==> src/rtl/pipe_rc_adder.sv <==
// Pipelined ripple-carry adder/subtractor: one SEG-bit ripple segment per stage,
// valid/ready handshake with a single global stall enable.

module pipe_rc_seg #(
  parameter int SEG = 4
) (
  input  logic [SEG-1:0] i_a,
  input  logic [SEG-1:0] i_b,
  input  logic           i_c,
  output logic [SEG-1:0] o_s,
  output logic           o_co,
  output logic           o_cm
);
  logic [SEG:0] w_c;

  always_comb begin
    w_c    = '0;
    o_s    = '0;
    w_c[0] = i_c;
    for (int i = 0; i < SEG; i++) begin
      o_s[i]   = i_a[i] ^ i_b[i] ^ w_c[i];
      w_c[i+1] = (i_a[i] & i_b[i]) | (w_c[i] & (i_a[i] ^ i_b[i]));
    end
  end

  // o_cm is the carry into the segment's top bit; only the last stage uses it
  assign o_co = w_c[SEG];
  assign o_cm = w_c[SEG-1];
endmodule

module pipe_rc_adder #(
  parameter int WIDTH = 16,
  parameter int SEG   = 4
) (
  input  logic             clk,
  input  logic             rst_n,
  input  logic             in_valid,
  output logic             in_ready,
  input  logic [WIDTH-1:0] a,
  input  logic [WIDTH-1:0] b,
  input  logic             carry_in,
  input  logic             sub,
  output logic             out_valid,
  input  logic             out_ready,
  output logic [WIDTH-1:0] sum,
  output logic             carry_out,
  output logic             overflow
);
  localparam int NSEG = WIDTH / SEG;
  localparam logic [WIDTH-1:0] SMASK = WIDTH'({SEG{1'b1}});

  if (SEG < 1 || (WIDTH % SEG) != 0) begin : g_bad_param
    $error("pipe_rc_adder: WIDTH must be a positive multiple of SEG");
  end

  logic             w_en;
  logic [WIDTH-1:0] w_bx;
  logic             w_cx;

  logic [NSEG-1:0]            r_vld;
  logic [NSEG-1:0]            r_c;
  logic [NSEG-1:0][WIDTH-1:0] r_a;
  logic [NSEG-1:0][WIDTH-1:0] r_b;
  logic [NSEG-1:0][WIDTH-1:0] r_s;
  logic                       r_cm;

  logic [NSEG-1:0]            w_vin;
  logic [NSEG-1:0][WIDTH-1:0] w_ain;
  logic [NSEG-1:0][WIDTH-1:0] w_bin;
  logic [NSEG-1:0][WIDTH-1:0] w_snx;
  logic [NSEG-1:0]            w_co;
  logic [NSEG-1:0]            w_cm;

  assign w_en     = !out_valid || out_ready;
  assign in_ready = w_en;
  assign w_bx     = sub ? ~b : b;
  assign w_cx     = sub ? ~carry_in : carry_in;

  for (genvar k = 0; k < NSEG; k++) begin : g_stg
    logic [SEG-1:0]   w_sa;
    logic [SEG-1:0]   w_sb;
    logic [SEG-1:0]   w_ss;
    logic             w_ci;
    logic [WIDTH-1:0] w_base;

    if (k == 0) begin : g_first
      assign w_vin[k] = in_valid;
      assign w_ain[k] = a;
      assign w_bin[k] = w_bx;
      assign w_sa     = a[SEG-1:0];
      assign w_sb     = w_bx[SEG-1:0];
      assign w_ci     = w_cx;
      assign w_base   = '0;
    end else begin : g_next
      // operand segments arrive skewed: stage k reads what stage k-1 registered
      assign w_vin[k] = r_vld[k-1];
      assign w_ain[k] = r_a[k-1];
      assign w_bin[k] = r_b[k-1];
      assign w_sa     = r_a[k-1][k*SEG +: SEG];
      assign w_sb     = r_b[k-1][k*SEG +: SEG];
      assign w_ci     = r_c[k-1];
      assign w_base   = r_s[k-1];
    end

    pipe_rc_seg #(.SEG(SEG)) u_seg (
      .i_a  (w_sa),
      .i_b  (w_sb),
      .i_c  (w_ci),
      .o_s  (w_ss),
      .o_co (w_co[k]),
      .o_cm (w_cm[k])
    );

    assign w_snx[k] = (w_base & ~(SMASK << (k*SEG))) | (WIDTH'(w_ss) << (k*SEG));
  end

  // One enable for every stage: a stall freezes bubbles in place
  always_ff @(posedge clk or negedge rst_n) begin
    if (!rst_n) begin
      r_vld <= '0;
      r_c   <= '0;
      r_a   <= '0;
      r_b   <= '0;
      r_s   <= '0;
      r_cm  <= 1'b0;
    end else if (w_en) begin
      r_vld <= w_vin;
      r_c   <= w_co;
      r_a   <= w_ain;
      r_b   <= w_bin;
      r_s   <= w_snx;
      r_cm  <= w_cm[NSEG-1];
    end
  end

  assign out_valid = r_vld[NSEG-1];
  assign sum       = r_s[NSEG-1];
  assign carry_out = r_c[NSEG-1];
  assign overflow  = r_cm ^ r_c[NSEG-1];

  logic w_unused;
  assign w_unused = ^{r_a[NSEG-1], r_b[NSEG-1], w_cm};
endmodule

==> config.mk <==
export PLATFORM = sky130hd
export DESIGN_NAME = pipe_rc_adder
export DESIGN_NICKNAME = d
export VERILOG_FILES = /design/src/rtl/pipe_rc_adder.sv
export SDC_FILE = /design/constraint.sdc
export NUM_CORES = 1
export LEC_CHECK = 0
export CAP_MARGIN = 20
export CORE_ASPECT_RATIO = 2
export CORE_UTILIZATION = 50
export CTS_BUF_LIST = sky130_fd_sc_hd__clkbuf_8
export DETAILED_ROUTE_END_ITERATION = 12
export PLACE_DENSITY = 0.78
export RECOVER_POWER = 50
export SYNTH_ARGS = -nofsm -noshare
export SYNTH_HDL_FRONTEND = slang
export SYNTH_HIERARCHICAL = 1
export SYNTH_SLANG_ARGS = --single-unit
==> constraint.sdc <==
create_clock -name clk -period 3.16 [get_ports clk]
set_input_delay 0.632 -clock clk [delete_from_list [all_inputs] [get_ports clk]]
set_output_delay 0.632 -clock clk [all_outputs]
set_load 0.05 [all_outputs]
* After elaboration in Yosys (flattened, before gate mapping) *
Index checks and enable logic that the tools add are counted.

cells by class
  muxes and demuxes = 2
  bitwise operators = 86
  reduce and logical (&&, ||, !) cells = 2

operators with widths
  cell                          count
  bitwise XOR 1 bit             33
  AND 1 bit                     32
  two-way mux 16 bit            1
  inverter 16 bit               1
  bitwise OR 1 bit              16
  bitwise OR 12 x 16 -> 16 bit  1
  bitwise OR 8 x 12 -> 12 bit   1
  bitwise OR 4 x 8 -> 8 bit     1
  logical NOT 1 bit             1
  logical OR 1 bit              1
  two-way mux 1 bit             1
  inverter 1 bit                1

storage, ports and cells
  register bits = 145
  input bits = 38
  output and inout port bits = 20
  logic and storage cells = 103

* Logic depth before layout (Yosys ltp) *
  depth in word-level cells = 11
  gate-level depth with buffers = 10
  mapped depth without buffers = 8

* Cells and area by module *
The synthesis kept the hierarchy.

by module, submodules not included
  module         instances  cells each  area each (sq um)  sequential area each (sq um)
  pipe_rc_adder  1          226         3846.2             2427.3
  pipe_rc_seg    4          12          110.1              0.0

* Worst setup path before layout *
Ideal clock, no wire load.

  path kind = input port to flip-flop
  from = input port sub
  to = register r_s, in the netlist g_stg[1].w_base[3]
  library setup time = 0.125 ns
  arrival time = 2.897 ns
  data required time = 3.035 ns
  slack = 0.138 ns
  stages = 10
  buffers on the path = 2
  path through = buf_2 -> buf_4 -> xor2_1 -> fa_1 -> inv_1 -> fa_1 -> fa_1 -> inv_1 -> fa_1 -> mux2_2

on the way
  longest elaborated chain between the ends = 9
  elaborated cells on any way between the ends = 16
  classes of those cells = 2 x mux; 14 x bitwise

ends and longest elaborated chain
  item                    line  RTL
  start: declaration      42    input logic sub,
  two-way mux 16 bit (*)  76    assign w_bx = sub ? ~b : b;
  via w_bx[0]             57    logic [WIDTH-1:0] w_bx;
  bitwise XOR 1 bit       22    w_c[i+1] = (i_a[i] & i_b[i]) | (w_c[i] & (i_a[i] ^ i_b[i]));
  AND 1 bit               22
  bitwise OR 1 bit (*)    22
  AND 1 bit (*)           22
  bitwise OR 1 bit (*)    22
  AND 1 bit (*)           22
  bitwise OR 1 bit (*)    22
  via w_cm[0]             72    logic [NSEG-1:0] w_cm;
  bitwise XOR 1 bit (*)   21    o_s[i] = i_a[i] ^ i_b[i] ^ w_c[i];
  via g_stg[0].w_ss[3]    82    logic [SEG-1:0] w_ss;
  end signal: assignment  131   r_s <= w_snx;
  end: declaration        64    logic [NSEG-1:0][WIDTH-1:0] r_s;

Mark *: on every way through the listed nets, which the timed path passes. The rest lies on a longest branch.
A chain may end at the register's enable or synchronous reset.

* Worst setup path in the final report *
Same ends and word-level chain as after synthesis.

==> flow_summary.ini <==
[setup_path]
timing.critical_path.to_type = flip-flop
crit_path_cell_trace = clkdlybuf4s50_1, xor2_1, fa_1, inv_1, fa_1, fa_1, inv_1, fa_1, mux2_2
kind_of_start_point_of_the_critical_path = input port
critical_path_class = in2reg
worst_path_largest_cell_delay_ns = 0.62
worst-endpoint-required_ns = 3.40
crit_path_max_fanout = 4
critical_path_arrival_ns = 3.22
crit_slowest_cell = clkdlybuf4s50_1
path_common_cell = fa_1

[power_and_ir_drop]
worst_ir_drop_on_vdd_uv = 564
powerDensity_nw_per_um2 = 1000
power_leakage_nw = 2.32

[clock_network]
insertion_delay_ns = 0.35
clock_pin_slew_reported_for_the_worst_setup_and_hold_paths_after_clock_tree_synthesis_ns = 0.09
cts_tree = done
clk_path_buf_depth = 2
numClockSinks = 97
cts_repair_resize_count = 0
clock-root-buffer = clkbuf_8
post-cts-setup-buffers = 0
htree_num_levels = 3
hold_fix_buffers_at_cts = 0
numCtsBuffers = 9

[place]
detailed_place.area_um2 = 4960
io_buffer_count = 57
detailed_place_hpwl_mm = 4.58
numPlacedInstances = 423
finalWeightedCongestion = 0.720

[yosys]
synth_fp_nets = 328
synthesis.area_um2 = 4290
synth.area.mux_share_pct = 26.8
post_synth_inst_count = 274
seq_area_frac_synth_pct = 56.6
synth_simple_gate_area_share_pct = 0.467
netlist.top_cell.by_area = dfrtp_1
yosys.area_share.xor_xnor_pct = 3.68
synth.ff_latch_count = 97
synth_fa_ha_area_share_pct = 7.47
post_synth.cell_area_avg_um2 = 15.6
yosys_warnings = 6
synth_top_cells_by_area = dfrtp_1 57%, mux2_2 20%, fa_1 7.5%
netlist-cell-type-count = 11
synth-compound-area-share_pct = 0
synth_top_family_by_area = multiplexers
synth_top_cell_area_share_pct = 56.6

[floorplanning]
fp.dieH_um = 133
die_width_um = 67.5
io_pins = 58
core_box_area_um2 = 8290
initial_core_util_pct = 51.7
row_count = 47
dieArea_um2 = 8970

[finish]
area_delta_synth_final_pct = 19.6
commonest_non_fill_non_tap_cells_in_the_layout = 97 x dfrtp_1, 78 x mux2_2, 54 x clkdlybuf4s50_1, 33 x inv_1, 18 x xor2_1
antennaDiodeCount = 0
final_cell_area_um2 = 5130
final_layout_size_suffix_gt1_share_pct = 33.8
num-nets-final = 391
final_cell_count_no_fill = 438
layout_commonest_cell = dfrtp_1
layout.core_utilization_pct = 61.8

[global_route]
antenna_found_initial = 0
grt_pass1_vias = 2422
grt_start_max_net_pins = 83
gr-usage-all-layers_pct = 17.0
globalRouteOverflowTotal = 0
grt_first_pass_wirelength_mm = 11.2

[drt]
via_per_inst = 4.96
drc = 0
routed-via-count = 2174
drt_first_iter_violations = 86
ant_nets = 0
drt-total-wl_mm = 6.45
drt_first_pass_iters = 3
routedWlPerCell_um = 14.7

[sta]
worstMarginPinSlew_ns = 1.65
final.hold.worst_slack_ns = 0.279
timing_max_transition_violations_final = 71
max_clock_freq_ghz = 0.336
setup_total_negative_slack_ns = 0
finClkSkew_ns = 0.0100
finalSetupViolations = 0
post-route-period-util_pct = 94.3
timing.final.crit_period_ns = 2.98
worst_slew_margin_rel_pct = -10.1
final_hold_violations = 0
rsz0062_at_grt = no

[status]
status = complete, but fails checks
failed_checks = max-capacitance violations, max-slew violations

[min_path]
worst_hold_path_type = in2async

[job]
max_cap_violations = 1
flip-flops by register name, summed over array words and instances, names as in the netlist:
signal / cells
g_stg.w_base: 24
sum: 16
g_stg.w_sa: 12
g_stg.w_sb: 12
r_a: 12
r_b: 12
r_c: 4
r_vld: 4
r_cm: 1
layer usage:
metal  part of all wire, %  up-vias  global-route usage [%]
li1                      -     1015                       -
met1                    41     1117                    20.6
met2                    54       38                    27.7
met3                   3.6        4                    4.31
met4                   1.1        0                    7.45
met5                     0        -                       0
report_power, final:
group / total [mW] / internal (mW) / leakage, nW / switching, mW
clock: 0.767 / 0.375 / 0.0954 / 0.392
sequential: 2.12 / 1.81 / 1.13 / 0.310
combinational: 2.24 / 1.15 / 1.10 / 1.09
synth_stat cells:
| cell | n |
|---|---|
| buf_2 | 8 |
| buf_4 | 1 |
| buf_6 | 4 |
| dfrtp_1 | 97 |
| fa_1 | 16 |
| inv_1 | 32 |
| mux2_2 | 78 |
| mux2_4 | 18 |
| nand2b_1 | 1 |
| nand2b_4 | 1 |
| xor2_1 | 18 |
cells by family (layout without fill, tap and decap cells):
family                   count (synthesis)  count (layout)
AND/OR/NAND/NOR                          2               2
flip-flops                              97              97
XOR/XNOR                                18              18
adder cells (fa/ha/maj)                 16              16
multiplexers                            96              96
buffers and inverters                   45             111
critical path, delay by kind of cell:
family,cells,cell delay (ns)
adders and majority gates,4,1.34
buffers and inverters,3,0.74
muxes,1,0.27
xor gates and xnor gates,1,0.23
path summary, 6_finish.rpt:
kind / start / end / slack (ns) / cells past startpoint
min: rst_n / sum[4]$_DFFE_PN0P_ / 0.28 / 1
min in group clk: r_vld[2]$_DFFE_PN0P_ / r_vld[3]$_DFFE_PN0P_ / 0.48 / 1
max reg2reg: g_stg[2].w_sa[0]$_DFFE_PN0P_ / g_stg[3].w_base[11]$_DFFE_PN0P_ / 0.90 / 7
max: sub / g_stg[1].w_base[3]$_DFFE_PN0P_ / 0.18 / 9
min reg2reg: r_vld[2]$_DFFE_PN0P_ / r_vld[3]$_DFFE_PN0P_ / 0.48 / 1
max in group asynchronous: rst_n / r_b[9]$_DFFE_PN0P_ / 0.70 / 3
per-stage QoR:
stage	total power, mW	setup slack, ns
after detailed placement	4.45	-0.213
after CTS	5.24	0.194
after global routing	5.51	0.0971
after floorplan	3.80	0.138
after global placement	4.35	-0.117
final	5.13	0.180
layout make-up:
type	instances	area (um2)
Tap cell	98	123
Inverter	32	120
Fill cell	637	3170
Timing Repair Buffer	65	637
Sequential cell	97	2430
Clock inverter	4	46.3
Clock buffer	10	138
Multi-Input combinational cell	132	1640
No activity file was read; power rests on OpenSTA's default activity.
